**src/rtl/nova_pkg.sv**
```systemverilog
`default_nettype none
// ============================================================================
// nova_pkg : shared widths, lsu_op encoding and legal byte-select patterns
// Revision : 1.0
// ============================================================================
package nova_pkg;

  localparam int EX2MEM_WD = 182;
  localparam int MEM2WB_WD = 166;
  localparam int MEM2EX_WD = 70;

  localparam int LSU_LB  = 0;
  localparam int LSU_LBU = 1;
  localparam int LSU_LH  = 2;
  localparam int LSU_LHU = 3;
  localparam int LSU_LW  = 4;
  localparam int LSU_LWU = 5;
  localparam int LSU_LD  = 6;

  localparam logic [7:0] SEL_H0 = 8'h03;
  localparam logic [7:0] SEL_H1 = 8'h0C;
  localparam logic [7:0] SEL_H2 = 8'h30;
  localparam logic [7:0] SEL_H3 = 8'hC0;
  localparam logic [7:0] SEL_W0 = 8'h0F;
  localparam logic [7:0] SEL_W1 = 8'hF0;
  localparam logic [7:0] SEL_D  = 8'hFF;

  typedef struct packed {
    logic [6:0]  lsu_op;
    logic [7:0]  data_ram_sel;
    logic        sel_mem;
    logic        rf_we;
    logic [4:0]  rf_waddr;
    logic [63:0] ex_result;
    logic [63:0] pc;
    logic [31:0] inst;
  } ex2mem_t;

  function automatic logic sel_is_legal(input logic [6:0] op, input logic [7:0] sel);
    logic ok;
    ok = 1'b1;
    if (op[LSU_LB] | op[LSU_LBU])
      ok = (sel != 8'h00) && ((sel & (sel - 8'd1)) == 8'h00);
    else if (op[LSU_LH] | op[LSU_LHU])
      ok = (sel == SEL_H0) || (sel == SEL_H1) || (sel == SEL_H2) || (sel == SEL_H3);
    else if (op[LSU_LW] | op[LSU_LWU])
      ok = (sel == SEL_W0) || (sel == SEL_W1);
    else if (op[LSU_LD])
      ok = (sel == SEL_D);
    return ok;
  endfunction

endpackage
`default_nettype wire

```
**src/rtl/mem_load_align.sv**
```systemverilog
`default_nettype none
// ============================================================================
// mem_load_align : byte-lane alignment and sign/zero extension of load data
// Revision       : 1.0
// ============================================================================
module mem_load_align
  import nova_pkg::*;
#(
  parameter bit CHK_EN = 1'b0
) (
  input  logic [6:0]  lsu_op,
  input  logic [7:0]  data_ram_sel,
  input  logic [63:0] rdata,
  output logic [63:0] load_data,
  output logic        misalign
);

  logic [2:0]  byte_ofs;
  logic [63:0] shifted;

  // Descending scan so the lowest set select bit wins.
  always_comb begin
    byte_ofs = 3'd0;
    for (int i = 7; i >= 0; i--) begin
      if (data_ram_sel[i]) byte_ofs = 3'(i);
    end
  end

  assign shifted = rdata >> {byte_ofs, 3'b000};

  always_comb begin
    load_data = 64'h0;
    if (lsu_op[LSU_LD])       load_data = shifted;
    else if (lsu_op[LSU_LW])  load_data = {{32{shifted[31]}}, shifted[31:0]};
    else if (lsu_op[LSU_LWU]) load_data = {32'h0, shifted[31:0]};
    else if (lsu_op[LSU_LH])  load_data = {{48{shifted[15]}}, shifted[15:0]};
    else if (lsu_op[LSU_LHU]) load_data = {48'h0, shifted[15:0]};
    else if (lsu_op[LSU_LB])  load_data = {{56{shifted[7]}}, shifted[7:0]};
    else if (lsu_op[LSU_LBU]) load_data = {56'h0, shifted[7:0]};
  end

  generate
    if (CHK_EN) begin : g_chk
      assign misalign = (lsu_op != 7'h00) && !sel_is_legal(lsu_op, data_ram_sel);
    end else begin : g_nochk
      assign misalign = 1'b0;
    end
  endgenerate

endmodule
`default_nettype wire

```
**src/rtl/mem_stage.sv**
```systemverilog
`default_nettype none
// ============================================================================
// mem_stage : RV64I memory-access stage (input register, rdata hold, load mux)
//             MEM_MISALIGN_CHK_EN enables the misaligned-load exception.
// Revision  : 1.0
// ============================================================================
module mem_stage
  import nova_pkg::*;
(
  input  logic                 clk,
  input  logic                 rst_n,
  input  logic [5:0]           stall,
  output logic                 stallreq_mem,
  input  logic [EX2MEM_WD-1:0] ex2mem_bus,
  input  logic [63:0]          data_sram_rdata,
  output logic [MEM2WB_WD-1:0] mem2wb_bus,
  output logic [MEM2EX_WD-1:0] mem2ex_fwd,
  output logic                 mem_excp
);

`ifdef MEM_MISALIGN_CHK_EN
  localparam bit CHK_EN = 1'b1;
`else
  localparam bit CHK_EN = 1'b0;
`endif

  ex2mem_t     bus_r;
  logic        first_r;
  logic [63:0] rdata_hold;
  logic [63:0] rdata_eff;
  logic [63:0] load_data;
  logic        misalign;
  logic        rf_we;
  logic [63:0] rf_wdata;

  always_ff @(posedge clk) begin
    if (!rst_n) begin
      bus_r   <= '0;
      first_r <= 1'b0;
    end else if (stall[3] && !stall[4]) begin
      bus_r   <= '0;
      first_r <= 1'b0;
    end else if (!stall[3]) begin
      bus_r   <= ex2mem_t'(ex2mem_bus);
      first_r <= 1'b1;
    end else begin
      first_r <= 1'b0;
    end
  end

  // SRAM data is only valid in the first cycle; keep a copy for stalls.
  always_ff @(posedge clk) begin
    if (!rst_n)       rdata_hold <= 64'h0;
    else if (first_r) rdata_hold <= data_sram_rdata;
  end

  assign rdata_eff = first_r ? data_sram_rdata : rdata_hold;

  mem_load_align #(
    .CHK_EN (CHK_EN)
  ) u_align (
    .lsu_op       (bus_r.lsu_op),
    .data_ram_sel (bus_r.data_ram_sel),
    .rdata        (rdata_eff),
    .load_data    (load_data),
    .misalign     (misalign)
  );

  assign rf_we    = bus_r.rf_we & ~misalign;
  assign rf_wdata = misalign ? 64'h0 : (bus_r.sel_mem ? load_data : bus_r.ex_result);

  assign mem2wb_bus   = {rf_we, bus_r.rf_waddr, rf_wdata, bus_r.pc, bus_r.inst};
  assign mem2ex_fwd   = {rf_we, bus_r.rf_waddr, rf_wdata};
  assign mem_excp     = misalign;
  assign stallreq_mem = 1'b0;

endmodule
`default_nettype wire

```
**config.mk**
```make
export PLATFORM = sky130hd
export DESIGN_NAME = mem_stage
export DESIGN_NICKNAME = d
export VERILOG_FILES = /design/src/rtl/nova_pkg.sv /design/src/rtl/mem_load_align.sv /design/src/rtl/mem_stage.sv
export SDC_FILE = /design/constraint.sdc
export NUM_CORES = 1
export LEC_CHECK = 0
export ABC_AREA = 1
export CAP_MARGIN = 20
export CORE_MARGIN = 1.5
export CORE_UTILIZATION = 35
export DETAILED_ROUTE_END_ITERATION = 8
export DONT_BUFFER_PORTS = 1
export PLACE_DENSITY = 0.5
export SLEW_MARGIN = 10
export SYNTH_ARGS = -nofsm -noshare
export SYNTH_HDL_FRONTEND = slang
export SYNTH_SLANG_ARGS = --single-unit
```
**constraint.sdc**
```tcl
create_clock -name clk -period 3 [get_ports clk]
set_input_delay 0.15 -clock clk [delete_from_list [all_inputs] [get_ports clk]]
set_output_delay 0.15 -clock clk [all_outputs]
set_load 0.02 [all_outputs]
```
* Word level (Yosys, flattened, before mapping)
Cells that the tools add are included.
W data, S select, Z words.
** Operators by class
- Shift operators :: 1
- Multiplexer cells :: 18
- Bitwise operators :: 1
- Reduce and logical (&&, ||, !) cells :: 3
** Operator list (number)
- $mux W64 :: 8
- $shr A64 B6 Y64 :: 1
- $mux W3 :: 8
- $mux W8 :: 1
- $reduce_or A2 Y1 :: 1
- $logic_and A1 B1 Y1 :: 1
- $logic_not A1 Y1 :: 1
- $mux W1 :: 1
- $not A1 Y1 :: 1
** Word-level totals
- Register bits after elaboration :: 247
- Input bits :: 254
- Output and inout port bits :: 238
- Word-level logic and storage cells :: 33

* Logic depth before layout (Yosys ltp)
- Word-level depth :: 17
- Gate-level depth with buffers :: 19
- Gate-level depth less buffers :: 16

* Modules after synthesis
A second synthesis with hierarchy kept.
** Second synthesis, totals
- Cell total of the unflattened synthesis :: 2608
- Area, all modules :: 15463.6 um2
** By module, submodules not included
- mem_stage :: instances 1, cells each 2070, area each 12922.4 um2, sequential area each 4944.7 um2
- mem_load_align :: instances 1, cells each 538, area each 2541.2 um2, sequential area each 0.0 um2

* Worst setup path after synthesis
Ideal clock, no wire load.
- Kind :: register to output
- From :: register bus_r[171] (netlist bit)
- To :: output port mem2wb_bus[115]
- Data arrival time :: 2.084 ns
- Required time :: 2.850 ns
- Slack :: 0.766 ns
- Cell stages (with the launch flop) :: 15
- Buffers on the path :: 3
- Cell sequence :: dfxtp_1 > inv_1 > nand2_1 > o21ai_2 > nand2_4 > inv_2 > buf_6 > nand3b_2 > nand3_2 > nand3_2 > nand2_2 > inv_2 > buf_6 > a21oi_1 > buf_4
** On the way
- Longest elaborated chain between the ends :: 13
** RTL lines
- from (decl) :: line mem_stage.sv:27 : ex2mem_t bus_r;
- from (signal assigned) :: line mem_stage.sv:44 : bus_r <= ex2mem_t'(ex2mem_bus);
- $mux W3 * (5 in a row) :: line mem_load_align.sv:25 : if (data_ram_sel[i]) byte_ofs = 3'(i);
- $shr A64 B6 Y64 * :: line mem_load_align.sv:29 : assign shifted = rdata >> {byte_ofs, 3'b000};
- $mux W64 :: line mem_load_align.sv:38 : else if (lsu_op[LSU_LB]) load_data = {{56{shifted[7]}}, shifted[7:0]};
- $mux W64 :: line mem_load_align.sv:37 : else if (lsu_op[LSU_LHU]) load_data = {48'h0, shifted[15:0]};
- $mux W64 :: line mem_load_align.sv:36 : else if (lsu_op[LSU_LH]) load_data = {{48{shifted[15]}}, shifted[15:0]};
- $mux W64 :: line mem_load_align.sv:35 : else if (lsu_op[LSU_LWU]) load_data = {32'h0, shifted[31:0]};
- $mux W64 :: line mem_load_align.sv:34 : else if (lsu_op[LSU_LW]) load_data = {{32{shifted[31]}}, shifted[31:0]};
- $mux W64 * :: line mem_load_align.sv:33 : if (lsu_op[LSU_LD]) load_data = shifted;
- $mux W64 * :: line mem_stage.sv:70 : assign rf_wdata = misalign ? 64'h0 : (bus_r.sel_mem ? load_data : bus_r.ex_result);
- to (decl) :: line mem_stage.sv:16 : output logic [MEM2WB_WD-1:0] mem2wb_bus,
Mark *: on every way between the ends. The rest lies on a longest branch, timed or not.

* Worst setup path after layout
- From :: register bus_r[173] (netlist bit)
- To :: output port mem2wb_bus[139]
** On the way
- Longest elaborated chain between the ends :: 15
** RTL lines (line)
- $mux W3 * (7 in a row) :: mem_load_align.sv:25
- $shr A64 B6 Y64 * :: mem_load_align.sv:29
- $mux W64 :: mem_load_align.sv:38
- $mux W64 :: mem_load_align.sv:37
- $mux W64 :: mem_load_align.sv:36
- $mux W64 :: mem_load_align.sv:35
- $mux W64 :: mem_load_align.sv:34
- $mux W64 * :: mem_load_align.sv:33
- $mux W64 * :: mem_stage.sv:70
Marked as above.

==> impl_metrics.toml <==
[setup_path]
reg2reg_slack_ns = 1.16
path_max_fanout = 6
end_kind = "output port"
required_ns = 2.85
cp-start-kind = "flop"
reg2reg_to = "bus_r[166]"
arrival_ns = 2.78
worstSetupStartpoint = "bus_r[173]"
reg2regPathDepth = 4
rr_startpoint = "bus_r[166]"
critical_path_class = "reg2out"
endpoint = "mem2wb_bus[139]"

[logic_synthesis]
async_reset_ff_share_pct = 0
yosys_register_bits = 247
synth_top_area_cell = "dfxtp_1"
yosys_warnings = 0
netlist-cell-type-count = 35
avgSynthCellArea_um2 = 7.03
synth_edf_count = 0
synth_top_cell_area_share_pct = 37.5
synth.area.top_cells = "dfxtp_1 (38%), nand2_1 (17%), buf_4 (10%)"
ys_seq_area_share_pct = 37.5
synth_commonest_cells = "nand2_1 (588), dfxtp_1 (247), a21oi_1 (221)"
synth_area_um2 = 13200
synth.most_common_cell = "nand2_1"
synthCells = 1875
ys.flop_type = "dfxtp_1"

[routing]
drc = 0
wl_per_cell_um = 19.7
ant_nets = 0
first_pass_iters = 5
drt-total-wl_um = 52300
vias = 13100
viasPerCell = 4.94
first_iter_violations = 713

[timing]
finalHoldViolCount = 0
setup_tns_ns = 0
clock.fmax_mhz = 341
rsz0062_at_grt = "yes"
slew_headroom_pct = 39.5
drv_slew = 0
worst_pin_slew_ns = 0.904
fin_skew_ns = 0.0185
fin_crit_sh_pct = 97.8
min_period_ns = 2.93
setup_violations = 0
fin_ws_ns = 0.0675

[outcome]
status = "finished, final reports clean"

[die]
dieArea_um2 = 38800
io_pins = 492
chipWidth_um = 197
rows = 70
coreArea_um2 = 36900
die_h_um = 197
start_util_pct = 35.8

[clock_tree]
cts_max_level = 1
clockBufferDepth = 3
clk_latency_ns = 0.58
path_clk_slew_ns = 0.06
cts_tree = "done"
cts.sink_count = 247
cts_root_buf = "clkbuf_16"
cts_buffers = 29

[placed_design]
dpl_worst_slack_ns = 0.398
portBuffers = 0
dp_cells = 2176
dpl_cell_area_um2 = 13100
gp_congestion = 0.912
dp_hpwl_um = 33200

[pwr]
p_leak_nw = 7.87
peakVddDrop_v = 0.000435
powerDensity_nw_per_um2 = 524

[final_layout]
nFillCells = 3500
postLayoutCellArea_um2 = 19000
synthToLayoutAreaGrowth_pct = 43.8
drive_gt1_share_pct = 15.4
nets = 2388
final_cells = 2658
fin_util_pct = 51.4

[flow_run]
max_cap_viol_count = 0

[grt]
grt_pass1_vias = 13500
grt_max_degree = 108
grt_usage_pct = 25.9
grt_pass1_wl_um = 77600
overflow = 0
antenna_found_initial = 3

[min_path]
worstHoldPathType = "in2reg"
[sequential cells by signal, summed over array words and instances (netlist names)]
name,count
bus_r,81
mem2ex_fwd,5
mem2wb_bus,96
rdata_hold,64
first_r,1
[routing by layer]
| metal | wire, µm | track usage, % | vias to the layer above |
|---|---|---|---|
| met1 | 21600 | 31.4 | 6224 |
| met5 | 13 | 0 | - |
| li1 | - | - | 6351 |
| met2 | 25700 | 45.6 | 452 |
| met3 | 3010 | 4.97 | 109 |
| met4 | 1890 | 8.93 | 2 |
[timing repair]
item,in CTS,in global routing
hold endpoints to repair,247,0
resized for setup,10,103
gates cloned,3,4
setup endpoints to repair,108,116
hold buffers,408,0
pin swaps,3,26
buffers inserted,7,9
[cells in the final DEF, fill, tap and decap left out, types with 23 or more instances in the layout]
| cell type | synthesis | final |
|---|---|---|
| nand2_1 | 588 | 575 |
| dlygate4sd3_1 | 0 | 407 |
| dfxtp_1 | 247 | 243 |
| a21oi_1 | 221 | 212 |
| nor2_1 | 145 | 141 |
| nand3_1 | 108 | 92 |
| buf_4 | 180 | 58 |
| nor2_4 | 30 | 45 |
| mux2i_1 | 48 | 41 |
| buf_12 | 3 | 40 |
| inv_1 | 39 | 37 |
| o21ai_1 | 41 | 33 |
| clkbuf_16 | 0 | 31 |
| nor2_2 | 34 | 23 |
[cell type report]
type | count | area (µm²) | share of cell area (%)
Sequential cell | 247 | 4950 | 26.1
Clock inverter | 9 | 166 | 0.877
Multi-Input combinational cell | 1286 | 6610 | 34.9
Antenna cell | 2 | 5.00 | 0.0264
Tap cell | 504 | 631 | 3.33
Timing Repair Buffer | 521 | 5580 | 29.4
Clock buffer | 40 | 827 | 4.36
Inverter | 49 | 191 | 1.01
[how the worst min path moves through the flow]
| stage | depth (start not counted) | startpoint | slack [ns] | to |
|---|---|---|---|---|
| floorplan | 2 | ex2mem_bus[154] | 0.29 | bus_r[154] |
| global placement | 1 | stall[3] | 0.26 | first_r |
| detailed placement | 1 | stall[3] | 0.27 | first_r |
| CTS | 3 | stall[3] | 0.02 | bus_r[96] |
| global route | 3 | stall[3] | 0.05 | bus_r[157] |
| finish | 2 | rst_n | 0.05 | rdata_hold[52] |
[worst max-delay path: stages, from the launching register on]
cell	delay, ns
dfxtp_2	0.35
inv_2	0.04
nand2_2	0.04
nand2_1	0.05
nand2_1	0.06
nand2_2	0.07
nand2_4	0.14
nand2_8	0.11
nand2_8	0.14
nand2_2	0.08
nand3_2	0.07
nand3_2	0.12
nand3_4	0.13
nand3_4	0.13
buf_12	0.17
buf_16	0.14
nor2_4	0.17
nor2_4	0.06
buf_12	0.14
[logic make-up (layout without fill, tap and decap cells)]
logic type	Yosys count	in the layout	share of synthesized area [%]
AOI/OAI and AO/OA	300	300	11.7
DFF	247	247	37.5
buffers and inverters	347	619	15.9
and+or+nand+nor	932	936	31.2
muxes	48	48	3.64
other	1	4	0.0284
[where the power goes]
group	switching (mW)	leakage, nW	internal [mW]
Clock	1.46	0.485	2.26
Combinational	1.51	5.36	1.07
Sequential	0.190	2.03	3.44
Total	3.16	7.87	6.77
[per-stage QoR]
stage / hold slack [ns] / power [mW]
floorplan: 0.295 / 5.14
global placement: 0.259 / 5.59
detailed placement: 0.269 / 5.60
CTS: 0.0170 / 9.82
global route: 0.0548 / 10.3
finish: 0.0505 / 9.93
No activity file was read; power rests on OpenSTA's default activity.
